[src/rtl/adpll_gain_sched.sv]
// Reference select/sync, lock detection and kp/ki scheduling for the ring ADPLL; `ADPLL_ERR_PEAK_EN adds err_peak_o.
// Latency: ref_clk_o 1 cycle after the mux, ref_edge 1 cycle after its rise; state and gains update on the same edge.
// Backpressure: none; the block free-runs and samples error_i only on ref_edge cycles.
module adpll_gain_sched #(
  parameter int ACCUM_WIDTH    = 12,
  parameter int ERR_WIDTH      = 8,
  parameter int KP_WIDTH       = 6,
  parameter int KI_WIDTH       = 9,
  parameter int SYNC_STAGES    = 2,
  parameter int LOCK_TOL       = 2,
  parameter int UNLOCK_TOL     = 8,
  parameter int LOCK_COUNT     = 16,
  parameter int UNLOCK_COUNT   = 4,
  parameter int TIMEOUT_CYCLES = 4096
) (
  input  logic                   fpga_clk_i,
  input  logic                   rst_n_i,
  input  logic                   enable_i,
  input  logic                   ref_sel_i,
  input  logic [ACCUM_WIDTH-1:0] ref_k_i,
  input  logic                   ext_ref_i,
  input  logic [ERR_WIDTH-1:0]   error_i,
  input  logic [KP_WIDTH-1:0]    kp_acq_i,
  input  logic [KI_WIDTH-1:0]    ki_acq_i,
  input  logic [KP_WIDTH-1:0]    kp_trk_i,
  input  logic [KI_WIDTH-1:0]    ki_trk_i,
  output logic                   ref_clk_o,
  output logic                   adpll_enable_o,
  output logic [KP_WIDTH-1:0]    kp_o,
  output logic [KI_WIDTH-1:0]    ki_o,
  output logic                   locked_o,
  output logic                   ref_lost_o,
  output logic [1:0]             state_o
`ifdef ADPLL_ERR_PEAK_EN
  ,
  output logic [ERR_WIDTH-2:0]   err_peak_o
`endif
);

  localparam int LCW = $clog2(LOCK_COUNT + 1);
  localparam int MCW = $clog2(UNLOCK_COUNT + 1);
  localparam int WDW = $clog2(TIMEOUT_CYCLES + 1);

  localparam logic [LCW-1:0]       LOCK_MAX    = LCW'(LOCK_COUNT);
  localparam logic [LCW-1:0]       LOCK_LAST   = LCW'(LOCK_COUNT - 1);
  localparam logic [MCW-1:0]       MISS_MAX    = MCW'(UNLOCK_COUNT);
  localparam logic [MCW-1:0]       MISS_LAST   = MCW'(UNLOCK_COUNT - 1);
  localparam logic [WDW-1:0]       WD_MAX      = WDW'(TIMEOUT_CYCLES);
  localparam logic [ERR_WIDTH-2:0] LOCK_TOL_E  = (ERR_WIDTH-1)'(LOCK_TOL);
  localparam logic [ERR_WIDTH-2:0] UNLOCK_TOL_E = (ERR_WIDTH-1)'(UNLOCK_TOL);

  typedef enum logic [1:0] {
    IDLE    = 2'b00,
    ACQUIRE = 2'b01,
    TRACK   = 2'b10,
    LOST    = 2'b11
  } state_t;

  state_t                 state_q, state_nxt;
  logic [ACCUM_WIDTH-1:0] acc_q;
  logic [SYNC_STAGES-1:0] sync_q;
  logic                   sel_q, ref_d_q, ref_edge_q;
  logic                   sel_change;
  logic [ERR_WIDTH-1:0]   err_mag;
  logic [ERR_WIDTH-2:0]   abs_err;
  logic                   lock_hit, miss_hit, timeout, cnt_clr;
  logic [LCW-1:0]         lock_cnt;
  logic [MCW-1:0]         miss_cnt;
  logic [WDW-1:0]         wd_cnt;
  logic                   adpll_enable_d, locked_d, ref_lost_d;
  logic [KP_WIDTH-1:0]    kp_d;
  logic [KI_WIDTH-1:0]    ki_d;

  // Reference path: the mux uses the registered select so a select change lines up with sel_change.
  always_ff @(posedge fpga_clk_i or negedge rst_n_i) begin
    if (!rst_n_i) begin
      acc_q      <= '0;
      sync_q     <= '0;
      sel_q      <= 1'b0;
      ref_clk_o  <= 1'b0;
      ref_d_q    <= 1'b0;
      ref_edge_q <= 1'b0;
    end else begin
      acc_q      <= acc_q + ref_k_i;
      sync_q     <= {sync_q[SYNC_STAGES-2:0], ext_ref_i};
      sel_q      <= ref_sel_i;
      ref_clk_o  <= sel_q ? sync_q[SYNC_STAGES-1] : acc_q[ACCUM_WIDTH-1];
      ref_d_q    <= ref_clk_o;
      ref_edge_q <= ref_clk_o & ~ref_d_q;
    end
  end

  assign sel_change = (ref_sel_i != sel_q);

  // The most-negative code has no positive twin; its magnitude saturates.
  always_comb begin
    err_mag = error_i[ERR_WIDTH-1] ? -error_i : error_i;
    abs_err = err_mag[ERR_WIDTH-1] ? '1 : err_mag[ERR_WIDTH-2:0];
  end

  assign lock_hit = ref_edge_q && (abs_err <= LOCK_TOL_E);
  assign miss_hit = ref_edge_q && (abs_err > UNLOCK_TOL_E);
  assign timeout  = (wd_cnt == WD_MAX) && !ref_edge_q;

  always_ff @(posedge fpga_clk_i or negedge rst_n_i) begin
    if (!rst_n_i) state_q <= IDLE;
    else          state_q <= state_nxt;
  end

  always_comb begin
    state_nxt = state_q;
    if (state_q == IDLE) begin
      if (enable_i) state_nxt = ACQUIRE;
    end else if (!enable_i) begin
      state_nxt = IDLE;
    end else if (sel_change) begin
      state_nxt = ACQUIRE;
    end else if (timeout && (state_q == ACQUIRE || state_q == TRACK)) begin
      state_nxt = LOST;
    end else begin
      case (state_q)
        ACQUIRE: if (lock_hit && lock_cnt == LOCK_LAST) state_nxt = TRACK;
        TRACK:   if (miss_hit && miss_cnt == MISS_LAST) state_nxt = ACQUIRE;
        LOST:    if (ref_edge_q) state_nxt = ACQUIRE;
        default: state_nxt = state_q;
      endcase
    end
  end

  always_comb begin
    adpll_enable_d = 1'b0;
    locked_d       = 1'b0;
    ref_lost_d     = 1'b0;
    kp_d           = kp_acq_i;
    ki_d           = ki_acq_i;
    case (state_nxt)
      ACQUIRE: adpll_enable_d = 1'b1;
      TRACK: begin
        adpll_enable_d = 1'b1;
        locked_d       = 1'b1;
        kp_d           = kp_trk_i;
        ki_d           = ki_trk_i;
      end
      LOST:    ref_lost_d = 1'b1;
      default: adpll_enable_d = 1'b0;
    endcase
  end

  always_ff @(posedge fpga_clk_i or negedge rst_n_i) begin
    if (!rst_n_i) begin
      adpll_enable_o <= 1'b0;
      locked_o       <= 1'b0;
      ref_lost_o     <= 1'b0;
      kp_o           <= '0;
      ki_o           <= '0;
    end else begin
      adpll_enable_o <= adpll_enable_d;
      locked_o       <= locked_d;
      ref_lost_o     <= ref_lost_d;
      kp_o           <= kp_d;
      ki_o           <= ki_d;
    end
  end

  assign state_o = state_q;

  // Every state change starts the lock/miss runs afresh.
  assign cnt_clr = (state_q == IDLE) || sel_change || (state_nxt != state_q);

  always_ff @(posedge fpga_clk_i or negedge rst_n_i) begin
    if (!rst_n_i) begin
      lock_cnt <= '0;
      miss_cnt <= '0;
    end else if (cnt_clr) begin
      lock_cnt <= '0;
      miss_cnt <= '0;
    end else if (ref_edge_q) begin
      if (state_q == ACQUIRE)
        lock_cnt <= !lock_hit ? '0 : (lock_cnt == LOCK_MAX) ? lock_cnt : lock_cnt + 1'b1;
      if (state_q == TRACK)
        miss_cnt <= !miss_hit ? '0 : (miss_cnt == MISS_MAX) ? miss_cnt : miss_cnt + 1'b1;
    end
  end

  always_ff @(posedge fpga_clk_i or negedge rst_n_i) begin
    if (!rst_n_i)                                         wd_cnt <= '0;
    else if (state_q == IDLE || sel_change || ref_edge_q) wd_cnt <= '0;
    else if (wd_cnt != WD_MAX)                            wd_cnt <= wd_cnt + 1'b1;
  end

`ifdef ADPLL_ERR_PEAK_EN
  always_ff @(posedge fpga_clk_i or negedge rst_n_i) begin
    if (!rst_n_i)
      err_peak_o <= '0;
    else if (state_nxt == TRACK && state_q != TRACK)
      err_peak_o <= '0;
    else if (state_q == TRACK && ref_edge_q && abs_err > err_peak_o)
      err_peak_o <= abs_err;
  end
`endif

endmodule

[config.mk]
export PLATFORM = sky130hd
export DESIGN_NAME = adpll_gain_sched
export DESIGN_NICKNAME = d
export VERILOG_FILES = /design/src/rtl/adpll_gain_sched.sv
export SDC_FILE = /design/constraint.sdc
export NUM_CORES = 1
export LEC_CHECK = 0
export ABC_AREA = 1
export BUFFER_PORTS_ARGS = -buffer_cell sky130_fd_sc_hd__buf_2
export CORE_MARGIN = 3
export CORE_UTILIZATION = 40
export CTS_CLUSTER_DIAMETER = 30
export CTS_CLUSTER_SIZE = 24
export DETAILED_ROUTE_END_ITERATION = 12
export HOLD_SLACK_MARGIN = 0.06
export SETUP_SLACK_MARGIN = 0.5
export SLEW_MARGIN = 20
export SYNTH_ARGS = -nofsm -noshare
export SYNTH_HDL_FRONTEND = slang
export SYNTH_SLANG_ARGS = --single-unit
[constraint.sdc]
create_clock -name fpga_clk_i -period 3.2 [get_ports fpga_clk_i]
set_input_delay 0.16 -clock fpga_clk_i [delete_from_list [all_inputs] [get_ports fpga_clk_i]]
set_output_delay 0.16 -clock fpga_clk_i [all_outputs]
set_load 0.01 [all_outputs]
After elaboration in Yosys (flattened, before gate mapping)
Cells that the tools add are included.
{"block": "totals", "mem_bits_ro": 0, "inputBits": 55, "latchBits": 0, "n_memories": 0, "output_inout_bits": 21, "elab_cells": 88, "mem_bits_rw": 0, "reg_bits": 59}
{"block": "op_classes", "n_mux": 29, "shifts": 0, "eq_ne": 16, "n_reduce_logical": 19, "n_mul": 0, "order_cmp": 2, "n_bitwise": 2, "n_div": 0, "addsub": 5}
{"operator": "two-way mux 13 bit", "n": 2}
{"operator": "two-way mux 5 bit", "n": 5}
{"operator": "two-way mux 2 bit", "n": 8}
{"operator": "two-way mux 3 bit", "n": 5}
{"operator": "adder 13 x 1 -> 13 bit (second input constant)", "n": 1}
{"operator": "equality test 13 bit (second input constant)", "n": 1}
{"operator": "inequality test 13 bit (second input constant)", "n": 1}
{"operator": "adder 12 bit", "n": 1}
{"operator": "two-way mux 9 bit", "n": 1}
{"operator": "equality test 2 bit (second input constant)", "n": 4}
{"operator": "two-way mux 8 bit", "n": 1}
{"operator": "negation 8 bit", "n": 1}
{"operator": "nonzero test 2 bit", "n": 4}
{"operator": "> comparator 7 x 4 -> 1 bit (second input constant)", "n": 1}
{"operator": "<= comparator 7 x 2 -> 1 bit (second input constant)", "n": 1}
{"operator": "two-way mux 7 bit", "n": 1}
{"operator": "logical AND 1 bit", "n": 6}
{"operator": "two-way mux 6 bit", "n": 1}
{"operator": "inequality test 3 bit (second input constant)", "n": 2}
{"operator": "case mux 2 bit (3 select lines)", "n": 1}
{"operator": "AND reduction 3 bit", "n": 2}
{"operator": "adder 5 x 1 -> 5 bit (second input constant)", "n": 1}
{"operator": "equality test 5 x 4 -> 1 bit (second input constant)", "n": 1}
{"operator": "equality test 5 bit (second input constant)", "n": 1}
{"operator": "other kinds (13)", "n": 20}

Longest topological paths before layout
Gate-level depths: netlist of the first run.
{"block": "depth", "ltp_word": 16, "depth_mapped": 24, "ltp_nobuf": 22}

Least setup slack after synthesis of the first run
No wires, ideal clock.
{"block": "synth_timing", "path_kind": "input port to flip-flop", "from": "input port error_i[0]", "to": "register ki_o[0]", "t_arrival_ns": 2.587, "setup_ns": 0.125, "n_path_buf": 2, "path_slack_ns": 0.489, "path_stages": 19, "required_ns": 3.075, "cell_sequence": "inv_1 ha_1 o21ai_0 o21ai_0 nor2_1 nand4_1 nand2_1 nand2_1 nand3_1 nand2_1 nand2_1 nand2_1 nand2_1 nand2_1 inv_1 ha_1 clkbuf_1 clkbuf_1 mux2_2"}
{"block": "synth_via", "elab_chain_cells": 14, "elab_cells_between_ends": 18, "classes_between": "add/sub (1); order compare (2); eq/ne (1); mux (10); reduce/logical (4)"}
{"element": "start: declaration", "line_no": "22", "text": "input logic [ERR_WIDTH-1:0] error_i,"}
{"element": "negation 8 bit", "line_no": "97", "text": "err_mag = error_i[ERR_WIDTH-1] ? -error_i : error_i;"}
{"element": "two-way mux 8 bit *", "line_no": "97"}
{"element": "two-way mux 7 bit *", "line_no": "98", "text": "abs_err = err_mag[ERR_WIDTH-1] ? '1 : err_mag[ERR_WIDTH-2:0];"}
{"element": "> comparator 7 x 4 -> 1 bit / <= comparator 7 x 2 -> 1 bit (equally long branches)", "line_no": "102, 101"}
{"element": "logical AND 1 bit, on equally long branches", "line_no": "102, 101"}
{"element": "logical AND 1 bit, on equally long branches", "line_no": "123, 122"}
{"element": "two-way mux 2 bit, on equally long branches", "line_no": "123, 122"}
{"element": "case mux 2 bit (3 select lines) *", "line_no": "121", "text": "case (state_q)"}
{"element": "two-way mux 2 bit *", "line_no": "118", "text": "end else if (timeout && (state_q == ACQUIRE || state_q == TRACK)) begin"}
{"element": "two-way mux 2 bit *", "line_no": "116", "text": "end else if (sel_change) begin"}
{"element": "two-way mux 2 bit *", "line_no": "114", "text": "end else if (!enable_i) begin"}
{"element": "two-way mux 2 bit *", "line_no": "112", "text": "if (state_q == IDLE) begin"}
{"element": "net state_nxt[1]", "line_no": "59", "text": "state_t state_q, state_nxt;"}
{"element": "equality test 2 bit *", "line_no": "136", "text": "case (state_nxt)"}
{"element": "two-way mux 9 bit *", "line_no": "136"}
{"element": "net ki_d[0]", "line_no": "72", "text": "logic [KI_WIDTH-1:0] ki_d;"}
{"element": "end signal: assignment", "line_no": "161", "text": "ki_o <= ki_d;"}
{"element": "end: declaration", "line_no": "30", "text": "output logic [KI_WIDTH-1:0] ki_o,"}
Mark *: on every way through the listed nets, which the timed path passes. The rest lies on a longest branch.
A chain may end at the register's enable or synchronous reset.

Worst setup path after layout of the first run
{"block": "layout_timing", "from": "register wd_cnt[0]", "to": "register ki_o[0]"}
{"block": "layout_via", "elab_chain_cells": 9}
{"element": "start: declaration", "line_no": "69", "text": "logic [WDW-1:0] wd_cnt;"}
{"element": "start signal: assignment", "line_no": "188", "text": "else if (wd_cnt != WD_MAX) wd_cnt <= wd_cnt + 1'b1;"}
{"element": "equality test 13 bit", "line_no": "103", "text": "assign timeout = (wd_cnt == WD_MAX) && !ref_edge_q;"}
{"element": "logical AND 1 bit", "line_no": "103"}
{"element": "logical AND 1 bit", "line_no": "118"}
{"element": "two-way mux 2 bit", "line_no": "118"}
{"element": "two-way mux 2 bit", "line_no": "116"}
{"element": "two-way mux 2 bit", "line_no": "114"}
{"element": "two-way mux 2 bit", "line_no": "112"}
{"element": "net state_nxt[1]", "line_no": "59"}
{"element": "equality test 2 bit", "line_no": "136"}
{"element": "two-way mux 9 bit", "line_no": "136"}
{"element": "net ki_d[0]", "line_no": "72"}
The timed path passes the listed nets, and every way through them passes these cells.

==> flow_summary_export.csv, run 1 <==
group,metric,value,unit
timing,maxClockFrequency,407,MHz
worst_setup_path,timing.critical_path.slowest_cell_delay,380,ps
synthesis,synth.cell_area,3360,µm²
floorplanning,floorplan.die_area,9520,µm²
clock_network,cts_inserted_buffers,9,
pwr,static-leakage-power,0.00220,µW
finish,finalNetCount,578,
pwr,vdd_ir_drop_max,0.000454,V
place,hpwlAfterDp,5000,µm
floorplanning,ios,76,
worst_setup_path,crit_chain,"inv_1, ha_1, nand3b_1, nor4_4, nand3_2, nand2_1, nand2_1, nand2_1, nand2_1, inv_1, ha_1, buf_6, mux2_2",
timing,final.setup.tns,0,ps
clock_network,cts.htree.levels,3,
global_routing,grt_start_max_net_pins,39,
worst_setup_path,reg2reg_slack,750,ps
outcome,outcome,"complete, no violations",
finish,syn2layout_area_growth,30.8,%
timing,fin_crit_sh,0.767,
timing,drv_slew,0,
global_routing,grt_antenna_before_repair,0,
routing,detail_route.iter0.violations,73,
routing,antenna_left,0,
finish,layout_commonest_cell,"sky130_fd_sc_hd__buf_2",
clock_network,clock_latency,340,ps
synthesis,synth_cell_type_count,39,
floorplanning,die_h,97.6,µm
routing,finalWirelength,7150,µm
finish,mostFrequentLayoutCells,"sky130_fd_sc_hd__buf_2, sky130_fd_sc_hd__inv_1, sky130_fd_sc_hd__dfrtp_1",
synthesis,average_instance_area_after_synthesis,8.90,µm²
clock_network,clock_tree.buffer_depth,2,
finish,multi_input_area,1610,µm²
finish,post_route_cells_drive_above_1_share,0.267,
timing,final_setup_violating_endpoints,0,
clock_network,cts_num_sinks,59,
place,port_buffers,75,
timing,final_critical_path_setup_slack,745,ps
synthesis,synth_nets,459,
finish,register_area,1480,µm²
timing,hold_violations,0,
floorplanning,floorplan.initialDensity,0.423,
clock_network,cts_tree,"built",
job,max-cap-violations,0,
routing,drt-wirelength-per-cell,11.9,µm
global_routing,grt_use_total,0.158,
global_routing,grt_pass1_vias,2786,
routing,post_drt_via_cell_ratio,4.66,
timing,timing_worst_slew_pin_value,861,ps
finish,fillerInstances,721,
clock_network,cts-root-buf,"sky130_fd_sc_hd__clkbuf_8",
global_routing,grt.overflow.total,0,
worst_setup_path,worstSetupStartpointType,"register",
worst_setup_path,crit_path_top_delay_cell,"sky130_fd_sc_hd__dfrtp_1",
place,gp_routability_congestion,0.890,
routing,drc_errors,0,
synthesis,synth.yosys.seq_area_share,0.440,
worst_setup_path,crit_path_max_fanout,16,
finish,diodes,0,
worst_setup_path,critPathArrivalTime,2680,ps
routing,routed-via-count,2808,
timing,worst_slew_margin_rel,0.426,
timing,fin_crit,2450,ps
synthesis,synth.yosys.warnings,0,
routing,detail_route.first_pass.iterations,4,
floorplanning,core_area,7930,µm²
global_routing,grt_pass1_wl,12400,µm
worst_setup_path,worst-setup-path-type,"reg2reg",
floorplanning,die_x,97.6,µm
clock_network,cts.repair_timing.setup_buffer_count,0,
synthesis,cells_after_synthesis,377,
worst_hold_path,tightest_hold_check_type,"in2reg",
worst_setup_path,critical_path.endpoint_type,"register",
timing,clock-skew-final,12.8,ps
place,dp_worst_setup_slack,582,ps
timing,unrepaired_setup_endpoints_after_global_routing,"no",
worst_setup_path,cp_common_cell,"sky130_fd_sc_hd__nand2_1",
synthesis,synth_seq_cells,59,
clock_network,clkSlewWorstSetupHoldPaths,80,ps
floorplanning,fp-row-count,32,
worst_setup_path,worst_ep_required_time,3430,ps
pwr,power_density,514,nW/µm²
[worst paths after layout]
| path | from | endpoint | cells past startpoint |
|---|---|---|---|
| max reg2reg | wd_cnt[0] | ki_o[0] | 13 |
| min | ref_k_i[11] | acc_q[11] | 3 |
| min in group asynchronous | rst_n_i | kp_o[3] | 2 |
| max | wd_cnt[0] | ki_o[0] | 13 |
| max in group asynchronous | rst_n_i | lock_cnt[0] | 3 |
| min reg2reg | sync_q[0] | sync_q[1] | 0 |
[cells by family (layout without fill, tap and decap cells)]
kind of cell	count (synthesis)	count (layout)	synth area share
simple gates	140	140	0.200
buf+inv	69	193	0.0809
flops	59	59	0.440
compound gates	53	53	0.0884
fa+ha+maj	27	27	0.103
mux	16	16	0.0537
xor+xnor	13	13	0.0339
[what timing repair did]
action | CTS | global route
hold buffers | 34 | 0
gates resized for setup | 0 | 1
hold endpoints to repair | 55 | 0
endpoints found under the setup margin | 0 | 8
[critical path: cells and delay by family, from the launching register on]
family | cells | cell delay [ps]
and+or+nand+nor | 7 | 880
muxes | 1 | 370
adders and majority gates | 2 | 330
buffers and inverters | 3 | 370
DFF | 1 | 380
[metal layers]
metal,vias up,global-route usage,routed length (µm)
met5,-,0,0
met4,0,0.0490,129
met3,14,0.0395,294
met2,47,0.282,3680
met1,1295,0.187,3050
li1,1452,-,-
[through the flow]
stage	power [µW]	area (µm²)	std cells	utilization	hold WS, ps
detailed placement	1600	3850	553	0.486	270
floorplan	1430	3360	377	-	-136
global placement	1590	3850	553	0.486	277
finish	2260	4390	603	0.554	128
CTS	2280	4380	603	0.553	117
global route	2440	4390	603	0.554	136
[power breakdown]
part	switching [µW]	internal, µW	total [µW]
sequential	55.0	866	921
combinational	387	308	695
clock	315	324	639
total	757	1500	2260
[cell usage after synthesis (all sizes together)]
cell type   n  area, µm²
nor3b       1       7.51
a22o        1       8.76
ha         26        325
fa          1       20.0
a22oi       1       7.51
clkbuf      2       7.51
xor2        7       61.3
nand4       5       37.5
nor3        5       25.0
nor2       42        170
o21a        1       7.51
xnor2       6       52.6
inv        65        249
a31oi       3       18.8
dfrtp      59       1480
nand3      18        118
or2         2       15.0
o211ai      1       7.51
clkinv      1       3.75
o22ai       1       6.26
a21oi      22        121
buf         1       11.3
mux2       16        180
nand3b      2       15.0
nand2      63        257
o21ai      23        119
nor4        2       27.5
[state kept, by name, indices dropped and copies added, names as in the netlist]
name / count
wd_cnt: 13
acc_q: 12
ki_o: 9
kp_o: 6
lock_cnt: 5
miss_cnt: 3
state_o: 2
sync_q: 2
adpll_enable_o: 1
locked_o: 1
ref_clk_o: 1
ref_d_q: 1
ref_edge_q: 1
ref_lost_o: 1
sel_q: 1
[area by class of cell]
class,instances,share of cell area
clock inverters,5,0.00855
inverters,66,0.0576
flip-flops and latches,59,0.336
clock buffers,11,0.0345
well taps,102,0.0291
multi-input cells,249,0.366
repair buffers,111,0.167
Power figures use the tool's default switching activity.
==> inputs of run 2 (changes only) <==
Clock period 3.2 ns to 2.5 ns, I/O delays scaled along.
==> flow_summary_export.csv, run 2 (same netlist as run 1, synthesis figures left out) <==
group,metric,value,unit
outcome,outcome,"complete, no violations",
place,gp_routability_congestion,0.894,
clock_network,cts_inserted_buffers,9,
timing,unrepaired_setup_endpoints_after_global_routing,"yes",
clock_network,clock_latency,340,ps
floorplanning,die_h,97.6,µm
routing,finalWirelength,8350,µm
global_routing,grt_antenna_before_repair,0,
place,place_inst,561,
timing,fin_crit,2290,ps
finish,multi_input_area,1830,µm²
clock_network,cts_tree,"built",
pwr,static-leakage-power,0.00240,µW
finish,register_area,1480,µm²
place,hpwlAfterDp,5500,µm
global_routing,grt.overflow.total,0,
job,max-cap-violations,0,
clock_network,clkSlewWorstSetupHoldPaths,70,ps
worst_setup_path,timing.critical_path.slowest_cell_delay,360,ps
floorplanning,ios,76,
finish,fillerInstances,674,
finish,post_route_cells_drive_above_1_share,0.369,
finish,final_util,0.609,
timing,timing_worst_slew_pin_value,580,ps
routing,drc_errors,0,
pwr,power_density,663,nW/µm²
finish,finalNetCount,606,
timing,final_setup_violating_endpoints,0,
finish,largest-register,"wd_cnt",
routing,detail_route.first_pass.iterations,4,
finish,mostFrequentLayoutCells,"sky130_fd_sc_hd__buf_2, sky130_fd_sc_hd__dfrtp_1, sky130_fd_sc_hd__nand2_1",
clock_network,clock_tree.buffer_depth,2,
place,port_buffers,75,
routing,drt-wirelength-per-cell,13.2,µm
worst_setup_path,setup.worst_path.end,"ki_o[1]",
timing,clock-skew-final,10.1,ps
routing,post_drt_via_cell_ratio,4.77,
finish,largest_register_ffs,13,
worst_setup_path,rr_endpoint,"ki_o[1]",
timing,drv_slew,0,
global_routing,grt_use_total,0.182,
finish,diodes,0,
timing,hold_violations,0,
worst_setup_path,critical_path.endpoint_type,"register",
clock_network,cts_num_sinks,59,
floorplanning,core_area,7930,µm²
global_routing,grt_pass1_vias,3114,
routing,routed-via-count,3007,
worst_setup_path,ff2ff_path_depth,17,
timing,worst_slew_margin_rel,0.613,
timing,fin_crit_sh,0.914,
floorplanning,fp-row-count,32,
worst_setup_path,crit_path_top_delay_cell,"sky130_fd_sc_hd__dfrtp_1",
worst_setup_path,critical_path.startpoint,"lock_cnt[0]",
worst_hold_path,tightest_hold_check_type,"in2reg",
clock_network,cts.htree.levels,3,
routing,antenna_left,0,
worst_setup_path,worst_ep_required_time,2720,ps
worst_setup_path,crit_path_max_fanout,8,
pwr,vdd_ir_drop_max,0.000588,V
finish,layout_commonest_cell,"sky130_fd_sc_hd__buf_2",
finish,reg.largest.list,"wd_cnt: 13 flops, acc_q: 12 flops, ki_o: 9 flops",
pwr,overall_power,3200,µW
worst_setup_path,reg2reg_slack,210,ps
worst_setup_path,worst-setup-path-type,"reg2reg",
clock_network,cts-root-buf,"sky130_fd_sc_hd__clkbuf_8",
routing,detail_route.iter0.violations,81,
worst_setup_path,worstSetupStartpointType,"register",
worst_hold_path,whs_path_depth,3,
worst_setup_path,cp_common_cell,"sky130_fd_sc_hd__nand2_1",
finish,syn2layout_area_growth,43.8,%
floorplanning,floorplan.die_area,9520,µm²
worst_setup_path,crit_chain,"ha_2, nand2_1, nor2_1, ha_2, nand4_1, nand2_1, nand2_1, nand3_1, nand2_1, nand2_1, nand2_1, nand2_1, nand2_1, inv_2, ha_4, buf_12, mux2_4",
finish,layoutNonFillerInstCount,631,
worst_setup_path,critPathArrivalTime,2510,ps
floorplanning,die_x,97.6,µm
global_routing,grt_pass1_wl,14000,µm
floorplanning,floorplan.initialDensity,0.423,
worst_setup_path,worst_r2r_start,"lock_cnt[0]",
timing,maxClockFrequency,437,MHz
global_routing,grt_start_max_net_pins,27,
timing,holdWs,103,ps
run 2: cell types whose count changed in the layout (fill, tap and decap cells not counted), moves of 4 or more:
cell and delta:
sky130_fd_sc_hd__mux2_4 +15, sky130_fd_sc_hd__inv_1 -8, sky130_fd_sc_hd__buf_4 +27, sky130_fd_sc_hd__ha_4 +6
sky130_fd_sc_hd__ha_2 +4, sky130_fd_sc_hd__a21oi_1 -6, sky130_fd_sc_hd__o21ai_0 -4, sky130_fd_sc_hd__mux2_2 -15
sky130_fd_sc_hd__inv_2 +8, sky130_fd_sc_hd__a21oi_2 +6, sky130_fd_sc_hd__ha_1 -10
run 2: worst min path at each step:
stage / from / end
3_5_place_dp: rst_n_i / kp_o[4]
6_report: ref_k_i[11] / acc_q[11]
4_1_cts: ref_k_i[11] / acc_q[11]
3_3_place_gp: rst_n_i / kp_o[4]
2_1_floorplan: rst_n_i / acc_q[0]
5_1_grt: ref_k_i[11] / acc_q[11]
run 2: routing by layer:
metal / up-vias / track usage / routed length (µm)
li1: 1504 / - / -
met1: 1409 / 0.202 / 3300
met2: 65 / 0.322 / 4430
met3: 29 / 0.0345 / 308
met5: - / 0 / 0
met4: 0 / 0.106 / 318
run 2: critical path, delay by kind of cell, from the launching register on:
family / cells / cell delay [ps]
simple gates: 11 / 760
mux: 1 / 300
fa+ha+maj: 3 / 520
buf+inv: 2 / 220
flops: 1 / 360
run 2: final cells by class:
class,count,area share
Inverter,66,0.0524
Clock buffer,12,0.0321
Multi-Input combinational cell,249,0.379
Clock inverter,4,0.00518
Timing Repair Buffer,139,0.199
Tap cell,102,0.0264
Sequential cell,59,0.306
run 2: where the power goes:
| group | leakage, µW | switching (µW) | total (µW) | internal [µW] |
|---|---|---|---|---|
| clock | 0.0000884 | 387 | 797 | 410 |
| sequential | 0.000743 | 75.2 | 1180 | 1110 |
| combinational | 0.00157 | 619 | 1220 | 601 |
run 2: what timing repair did:
action	4_1_cts	5_1_grt
resized for setup	21	20
hold buffers	34	0
setup endpoints to repair	27	30
hold endpoints to repair	42	0
buffers inserted	15	5
pin swaps	17	16
run 2: through the flow:
step           area [µm²]  TNS, ps  setup slack [ps]
2_1_floorplan        3450        0               176
5_1_grt              4830        0              55.9
6_report             4830        0               214
3_3_place_gp         3980        0              39.1
4_1_cts              4710        0               204
3_5_place_dp         3980     -125             -39.8
